**src/rtl/vec3_normalize.sv**
```systemverilog
// rtl/vec3_normalize.sv - multi-cycle vec3 normaliser a/|a|; optional out_len port under VEC_NORM_LEN_OUT_EN
module vec3_normalize #(
    parameter int DATA_WIDTH = 32,
    parameter int FRAC_BITS  = 16
) (
    input  logic                  clk,
    input  logic                  rst_n,
    input  logic                  in_valid,
    output logic                  in_ready,
    input  logic [DATA_WIDTH-1:0] in_x,
    input  logic [DATA_WIDTH-1:0] in_y,
    input  logic [DATA_WIDTH-1:0] in_z,
    output logic                  out_valid,
    input  logic                  out_ready,
    output logic [DATA_WIDTH-1:0] out_x,
    output logic [DATA_WIDTH-1:0] out_y,
    output logic [DATA_WIDTH-1:0] out_z,
`ifdef VEC_NORM_LEN_OUT_EN
    output logic [DATA_WIDTH-1:0] out_len,
`endif
    output logic                  out_zero
);

    localparam int AW = 2 * DATA_WIDTH;          // sum-of-squares accumulator width
    localparam int QW = DATA_WIDTH + FRAC_BITS;  // divider dividend/quotient width
    localparam int RW = DATA_WIDTH + 4;          // signed sqrt partial remainder width
    localparam int CW = $clog2(QW) + 1;          // phase counter width
    localparam logic [QW-1:0]         Q_ONE = QW'(1) << FRAC_BITS;
    localparam logic [DATA_WIDTH-1:0] D_ONE = DATA_WIDTH'(1) << FRAC_BITS;

    typedef enum logic [2:0] {
        S_IDLE,
        S_SQ,
        S_SQRT,
        S_DIV,
        S_DONE
    } state_t;

    state_t                r_state;
    state_t                w_state_nxt;
    logic [CW-1:0]         r_cnt;

    logic [DATA_WIDTH-1:0] w_in      [3];
    logic [DATA_WIDTH-1:0] w_abs     [3];
    logic [DATA_WIDTH-1:0] r_mag     [3];
    logic [2:0]            r_sgn;

    logic [AW-1:0]         r_acc;
    logic [DATA_WIDTH-1:0] w_mag_sel;
    logic [AW-1:0]         w_mag_ext;
    logic [AW-1:0]         w_sq;

    logic signed [RW-1:0]  r_rem;
    logic signed [RW-1:0]  w_rem_sh;
    logic signed [RW-1:0]  w_rem_nxt;
    logic [DATA_WIDTH-1:0] r_root;
    logic [DATA_WIDTH-1:0] w_root_nxt;

    logic [QW-1:0]         r_dq       [3];
    logic [QW-1:0]         w_dq_nxt   [3];
    logic [DATA_WIDTH-1:0] r_drem     [3];
    logic [DATA_WIDTH-1:0] w_drem_nxt [3];
    logic [DATA_WIDTH:0]   w_trial    [3];
    logic [DATA_WIDTH-1:0] w_res      [3];
    logic                  w_len_zero;

    logic                  w_sq_last;
    logic                  w_sqrt_last;
    logic                  w_div_last;

    logic [DATA_WIDTH-1:0] r_out_x;
    logic [DATA_WIDTH-1:0] r_out_y;
    logic [DATA_WIDTH-1:0] r_out_z;
    logic                  r_out_zero;
`ifdef VEC_NORM_LEN_OUT_EN
    logic [DATA_WIDTH-1:0] r_out_len;
`endif

    assign w_in[0] = in_x;
    assign w_in[1] = in_y;
    assign w_in[2] = in_z;

    assign w_sq_last   = (r_cnt == CW'(2));
    assign w_sqrt_last = (r_cnt == CW'(DATA_WIDTH - 1));
    assign w_div_last  = (r_cnt == CW'(QW - 1));

    // Magnitudes as unsigned so the most-negative component maps to 2^(W-1) without wrapping
    always_comb begin
        for (int i = 0; i < 3; i++) begin
            w_abs[i] = w_in[i][DATA_WIDTH-1] ? -w_in[i] : w_in[i];
        end
    end

    // FSM state register
    always_ff @(posedge clk or negedge rst_n) begin
        if (!rst_n) begin
            r_state <= S_IDLE;
        end else begin
            r_state <= w_state_nxt;
        end
    end

    // FSM next-state and handshake outputs; each phase ends on a fixed count
    always_comb begin
        w_state_nxt = r_state;
        in_ready    = 1'b0;
        out_valid   = 1'b0;
        case (r_state)
            S_IDLE: begin
                in_ready = 1'b1;
                if (in_valid) w_state_nxt = S_SQ;
            end
            S_SQ:   if (w_sq_last)   w_state_nxt = S_SQRT;
            S_SQRT: if (w_sqrt_last) w_state_nxt = S_DIV;
            S_DIV:  if (w_div_last)  w_state_nxt = S_DONE;
            S_DONE: begin
                out_valid = 1'b1;
                if (out_ready) w_state_nxt = S_IDLE;
            end
            default: w_state_nxt = S_IDLE;
        endcase
    end

    // Phase counter: restarts on every state change, counts only in the compute phases
    always_ff @(posedge clk or negedge rst_n) begin
        if (!rst_n) begin
            r_cnt <= '0;
        end else if (w_state_nxt != r_state) begin
            r_cnt <= '0;
        end else if (r_state == S_SQ || r_state == S_SQRT || r_state == S_DIV) begin
            r_cnt <= r_cnt + CW'(1);
        end
    end

    // One shared squarer, component selected by the SQ step count
    always_comb begin
        w_mag_sel = r_mag[0];
        case (r_cnt[1:0])
            2'd1:    w_mag_sel = r_mag[1];
            2'd2:    w_mag_sel = r_mag[2];
            default: w_mag_sel = r_mag[0];
        endcase
        w_mag_ext = AW'(w_mag_sel);
        w_sq      = w_mag_ext * w_mag_ext;
    end

    // Non-restoring sqrt step: bring down two radicand bits, add or subtract by remainder sign
    always_comb begin
        w_rem_sh = (r_rem <<< 2) + $signed({{(RW-2){1'b0}}, r_acc[AW-1:AW-2]});
        if (!w_rem_sh[RW-1]) begin
            w_rem_nxt = w_rem_sh - $signed({2'b00, r_root, 2'b01});
        end else begin
            w_rem_nxt = w_rem_sh + $signed({2'b00, r_root, 2'b11});
        end
        w_root_nxt = {r_root[DATA_WIDTH-2:0], ~w_rem_nxt[RW-1]};
    end

    // Three restoring divider steps by len, plus saturation, sign and zero handling of the final quotient
    always_comb begin
        w_len_zero = (r_root == '0);
        for (int i = 0; i < 3; i++) begin
            w_trial[i] = {r_drem[i], r_dq[i][QW-1]};
            if (w_trial[i] >= {1'b0, r_root}) begin
                w_drem_nxt[i] = DATA_WIDTH'(w_trial[i] - {1'b0, r_root});
                w_dq_nxt[i]   = {r_dq[i][QW-2:0], 1'b1};
            end else begin
                w_drem_nxt[i] = w_trial[i][DATA_WIDTH-1:0];
                w_dq_nxt[i]   = {r_dq[i][QW-2:0], 1'b0};
            end
            w_res[i] = (w_dq_nxt[i] > Q_ONE) ? D_ONE : w_dq_nxt[i][DATA_WIDTH-1:0];
            if (r_sgn[i])   w_res[i] = -w_res[i];
            if (w_len_zero) w_res[i] = '0;
        end
    end

    // Datapath: latch on accept, accumulate squares, iterate sqrt, iterate dividers
    always_ff @(posedge clk or negedge rst_n) begin
        if (!rst_n) begin
            r_sgn  <= '0;
            r_acc  <= '0;
            r_rem  <= '0;
            r_root <= '0;
            for (int i = 0; i < 3; i++) begin
                r_mag[i]  <= '0;
                r_dq[i]   <= '0;
                r_drem[i] <= '0;
            end
        end else begin
            case (r_state)
                S_IDLE: begin
                    r_acc  <= '0;
                    r_rem  <= '0;
                    r_root <= '0;
                    if (in_valid) begin
                        for (int i = 0; i < 3; i++) begin
                            r_mag[i]  <= w_abs[i];
                            r_sgn[i]  <= w_in[i][DATA_WIDTH-1];
                            r_dq[i]   <= {w_abs[i], {FRAC_BITS{1'b0}}};
                            r_drem[i] <= '0;
                        end
                    end
                end
                S_SQ: begin
                    r_acc <= r_acc + w_sq;
                end
                S_SQRT: begin
                    r_rem  <= w_rem_nxt;
                    r_root <= w_root_nxt;
                    r_acc  <= {r_acc[AW-3:0], 2'b00};
                end
                S_DIV: begin
                    for (int i = 0; i < 3; i++) begin
                        r_dq[i]   <= w_dq_nxt[i];
                        r_drem[i] <= w_drem_nxt[i];
                    end
                end
                default: begin
                end
            endcase
        end
    end

    // Result registers load on the last divide step and hold through DONE
    always_ff @(posedge clk or negedge rst_n) begin
        if (!rst_n) begin
            r_out_x    <= '0;
            r_out_y    <= '0;
            r_out_z    <= '0;
            r_out_zero <= 1'b0;
`ifdef VEC_NORM_LEN_OUT_EN
            r_out_len  <= '0;
`endif
        end else if (r_state == S_DIV && w_div_last) begin
            r_out_x    <= w_res[0];
            r_out_y    <= w_res[1];
            r_out_z    <= w_res[2];
            r_out_zero <= w_len_zero;
`ifdef VEC_NORM_LEN_OUT_EN
            r_out_len  <= r_root;
`endif
        end
    end

    assign out_x    = r_out_x;
    assign out_y    = r_out_y;
    assign out_z    = r_out_z;
    assign out_zero = r_out_zero;
`ifdef VEC_NORM_LEN_OUT_EN
    assign out_len  = r_out_len;
`endif

endmodule

```
**config.mk**
```make
export PLATFORM = sky130hd
export DESIGN_NAME = vec3_normalize
export DESIGN_NICKNAME = d
export VERILOG_FILES = /design/src/rtl/vec3_normalize.sv
export SDC_FILE = /design/constraint.sdc
export NUM_CORES = 2
export LEC_CHECK = 0
export CAP_MARGIN = 20
export CORE_UTILIZATION = 25
export DETAILED_ROUTE_END_ITERATION = 8
export GPL_ROUTABILITY_DRIVEN = 0
export GPL_TIMING_DRIVEN = 1
export PLACE_DENSITY = 0.43
export SLEW_MARGIN = 30
export SYNTH_ARGS = -nofsm -noshare
export SYNTH_HDL_FRONTEND = slang
export SYNTH_SLANG_ARGS = --single-unit
```
**constraint.sdc**
```tcl
create_clock -name clk -period 25.6 [get_ports clk]
set_input_delay 3.84 -clock clk [delete_from_list [all_inputs] [get_ports clk]]
set_output_delay 3.84 -clock clk [all_outputs]
set_load 0.02 [all_outputs]
```
==> metrics.sh <==
TIMING.FINAL.HOLD_VIOLATIONS=0
HTREE_LEVELS=3
NETLIST_TOP_CELLS_COUNT='sky130_fd_sc_hd__inv_1 (1322), sky130_fd_sc_hd__fa_1 (876), sky130_fd_sc_hd__nand2_1 (705), sky130_fd_sc_hd__dfrtp_1 (576), sky130_fd_sc_hd__nor2_1 (491)'
FIRST_GLOBAL_VIAS=51800
FIN_NETS=8343
SYNTH-SEQ-AREA-SHARE=0.229
MAX_FREQ_MHz=93.3
POSTSYNTH.ASYNCRESETSHARE=1.00
REG2REGPATHDEPTH=34
SETUP_REPAIR_AFTER_GLOBAL_ROUTING_MISSED_ITS_MARGIN='no'
START_KIND='flop'
NUM_VIAS=48800
FLOORPLAN.INITIALDENSITY=0.253
WORSTHOLDENDPOINT='out_x[29]'
SYNTHDISTINCTLIBCELLS=92
WORST-SLEW-PIN-TRANSITION_NS=0.999
YS_SEQ_ELEMENTS=576
PIN_COUNT_OF_THE_BIGGEST_NET_ENTERING_GLOBAL_ROUTING=175
TRITONCTS_NUM_SINKS=576
SYNTH_ENABLE_FLOP_CELLS=0
GRT_FIRST_PASS_WIRELENGTH_UM=334000
R2R-END='r_acc[45]'
DRT_PASS1_ITERATIONS=6
RUN_STATUS='finished clean'
HOLDCRITPATHCLASS='reg -> reg'
CTS.PATH.MAX_BUFFERS=3
SYNTHCELLS=6906
POSTSYNTHNETCOUNT=8268
YOSYS_WARNINGS=0
FINAL_ANTENNA_NET_COUNT=0
DIE_WIDTH_UM=504
COMBINED_AREA_OF_ALL_SYNTHESIZED_CELLS_UM2=63000
SYNTH_FLOP_CELL='sky130_fd_sc_hd__dfrtp_1'
CTS-HOLD-FIX-BUFFERS=0
CRITICAL_SETUP_PATH_CLASS='reg -> reg'
HOLDCRITSTARTPOINT='out_x[29]'
CLOCK-SKEW-FINAL_NS=0.0600
OVERFLOW=0
COREAREA_UM2=250000
FINAL.SETUP.TNS_NS=0
WL_PER_CELL_UM=21.0
WORSTSKEWPAIRLATENCY_NS=0.70
SYNTH-XOR-AREA-SHARE=0.0442
ENDPOINT_KIND='flop'
BUFFER_PORTS.INSERTED=198
POST-ROUTE-UTIL=0.287
HOLD_PATH_DEPTH=1
DRIVE_ABOVE_1_SHARE=0.0453
CP_DATA_REQUIRED_TIME_NS=26.20
CRIT_PATH_TOP_DELAY_CELL='sky130_fd_sc_hd__clkinv_1'
WORST_EP_ARRIVAL_TIME_NS=11.32
MAX_CAP_VIOLATIONS=0
DETAILEDPLACEMENTHPWL_UM=165000
DETAIL_ROUTE.DRC_VIOLATIONS=0
CRIT_FANOUT=67
SYNTH_COMPOUND_GATE_AREA_SHARE=0.159
FINALSETUPVIOLATIONS=0
DETAIL_ROUTE.WIRELENGTH_UM=218000
REGTOREGSETUPSLACK_NS=14.88
SYNTH_TOP_FAMILY_BY_AREA='adder cells'
MEAN_AREA_PER_SYNTHESIZED_CELL_UM2=9.13
SYNTH_TOP_AREA_CELL='sky130_fd_sc_hd__fa_1'
TRITONCTS.NUM_BUFFERS=76
FP.DIEH_UM=504
NETLIST.AREA_LEADER.SHARE=0.278
FINALWORSTPATHREQUIREDPERIOD_NS=10.72
PROPORTION_OF_SYNTHESIZED_AREA_IN_MUX_CELLS=0.00333
GRT_ANTENNA_BEFORE_REPAIR=21
DIE_FOOTPRINT_UM2=254000
FINALCRITPERIODSHARE=0.419
FINALINSTANCEAREA_UM2=71700
SYNTH-ADDER-AREA-SHARE=0.355
FLOW.AREA_GROWTH_FROM_SYNTHESIS_PCT=13.8
CTS.CLK_SLEW.WORST_PATHS_NS=0.06
FP-ROW-COUNT=183
CELL_CHOSEN_FOR_THE_CLOCK_ROOT='sky130_fd_sc_hd__clkbuf_16'
DETAILED_PLACE.AREA_UM2=69000
SYNTH-SIMPLE-AREA-SHARE=0.112
TRITONCTS='built'
WORST_R2R_STARTPOINT='r_cnt[0]'
FILLERINSTANCES=26600
POSTCTSSETUPBUFFERS=0
YOSYS.CELL_COUNT.TOP_TYPE='sky130_fd_sc_hd__inv_1'
FIN_CELLS=10400
POST_DRT_VIA_CELL_RATIO=4.70
PLACED_CELL_COUNT=10200
SYNTH_TOP_CELLS_BY_AREA='sky130_fd_sc_hd__fa_1 (28%), sky130_fd_sc_hd__dfrtp_1 (23%), sky130_fd_sc_hd__inv_1 (7.9%)'
TIMING_MAX_TRANSITION_VIOLATIONS_FINAL=0
TOP_LEVEL_PORTS=199
CTS_RESIZED=0
MAX_STAGE_DELAY_NS=0.84
DRT-INITIAL-DRC-COUNT=3428
GR-USAGE-ALL-LAYERS=0.171
MAXSLEWHEADROOM=0.330
-- stage by stage --
stage | setup slack [ns] | hold slack [ns]
final | 14.88 | 0.473
after global placement | 15.06 | 0.459
after floorplan | 16.40 | 0.445
after CTS | 14.87 | 0.478
after detailed placement | 14.91 | 0.465
after global routing | 14.33 | 0.491
-- area by class of cell --
type / instances / area (um^2) / area share
Clock inverter: 35 / 576 / 0.00802
Inverter: 1332 / 5000 / 0.0697
Multi-Input combinational cell: 4697 / 42600 / 0.594
Clock buffer: 101 / 2160 / 0.0300
Sequential cell: 576 / 14400 / 0.201
Timing Repair Buffer: 298 / 2790 / 0.0389
Antenna cell: 10 / 25.0 / 0.000349
Tap cell: 3330 / 4170 / 0.0581
-- registers in the layout, indices dropped and copies added, names as in the netlist --
register and cells:
r_root 32, r_sgn 3, r_acc 64, out_y 32
out_zero 1, out_z 32, r_dq 144, r_state 3
r_mag 96, r_cnt 7, r_rem 34, r_drem 96
out_x 32
-- worst max-delay path by stage --
stage                endpoint  cells after the start  slack [ns]     start
global placement    r_acc[45]                     34       15.06  r_cnt[0]
detailed placement  r_acc[45]                     34       14.91  r_cnt[0]
CTS                 r_acc[45]                     34       14.87  r_cnt[0]
finish              r_acc[45]                     34       14.88  r_cnt[0]
global route        r_acc[45]                     34       14.33  r_cnt[0]
floorplan           r_acc[45]                     38       16.40  r_cnt[0]
-- layer usage --
| layer | GRT usage | part of all wire | vias up |
|---|---|---|---|
| met3 | 0.0286 | 0.054 | 212 |
| li1 | - | - | 22500 |
| met1 | 0.238 | 0.46 | 25000 |
| met2 | 0.279 | 0.47 | 1052 |
| met4 | 0.0324 | 0.019 | 14 |
| met5 | 0 | 0.00044 | - |
-- critical path: cells and delay by family (launching register included) --
family,cells,cell delay [ns]
DFF,1,0.43
xor gates and xnor gates,1,0.16
and+or+nand+nor,6,1.23
buffers and inverters,12,2.62
AOI/OAI and AO/OA,5,1.36
adders and majority gates,10,4.80
-- cells in the final DEF (no fill, tap or decap), types with 16 or more instances in the layout --
| cell type | count |
|---|---|
| sky130_fd_sc_hd__clkbuf_16 | 76 |
| sky130_fd_sc_hd__a211oi_1 | 17 |
| sky130_fd_sc_hd__nand4_1 | 38 |
| sky130_fd_sc_hd__clkbuf_8 | 16 |
| sky130_fd_sc_hd__a32oi_1 | 18 |
| sky130_fd_sc_hd__buf_4 | 94 |
| sky130_fd_sc_hd__a21o_1 | 209 |
| sky130_fd_sc_hd__or3_1 | 22 |
| sky130_fd_sc_hd__nand3_1 | 91 |
| sky130_fd_sc_hd__a221o_1 | 87 |
| sky130_fd_sc_hd__xnor2_1 | 140 |
| sky130_fd_sc_hd__o21a_1 | 61 |
| sky130_fd_sc_hd__nor2_1 | 486 |
| sky130_fd_sc_hd__fa_1 | 876 |
| sky130_fd_sc_hd__clkinv_2 | 16 |
| sky130_fd_sc_hd__clkdlybuf4s50_1 | 196 |
| sky130_fd_sc_hd__and3_1 | 21 |
| sky130_fd_sc_hd__a22o_1 | 83 |
| sky130_fd_sc_hd__o41ai_1 | 20 |
| sky130_fd_sc_hd__o21bai_1 | 31 |
| sky130_fd_sc_hd__dfrtp_1 | 573 |
| sky130_fd_sc_hd__nor2b_1 | 33 |
| sky130_fd_sc_hd__a222oi_1 | 16 |
| sky130_fd_sc_hd__nand2_1 | 703 |
| sky130_fd_sc_hd__nor3_1 | 50 |
| sky130_fd_sc_hd__inv_1 | 1319 |
| sky130_fd_sc_hd__o21ai_1 | 18 |
| sky130_fd_sc_hd__ha_1 | 385 |
| sky130_fd_sc_hd__or4_1 | 18 |
| sky130_fd_sc_hd__o21ai_0 | 400 |
| sky130_fd_sc_hd__nand2b_1 | 44 |
| sky130_fd_sc_hd__a22oi_1 | 74 |
| sky130_fd_sc_hd__o31ai_1 | 45 |
| sky130_fd_sc_hd__a31oi_1 | 20 |
| sky130_fd_sc_hd__nor4_1 | 43 |
| sky130_fd_sc_hd__xor2_1 | 178 |
| sky130_fd_sc_hd__a21oi_1 | 249 |
| sky130_fd_sc_hd__mux2i_1 | 21 |
-- kinds of logic after synthesis --
logic type	count (synthesis)
mux	21
flops	576
fa+ha+maj	1262
buf+inv	1633
compound gates	1481
simple gates	1615
xor+xnor	318
Power is left out: the tool's default activity adds up to more than one toggle a clock period on the data nets, which glitch-free logic cannot reach.
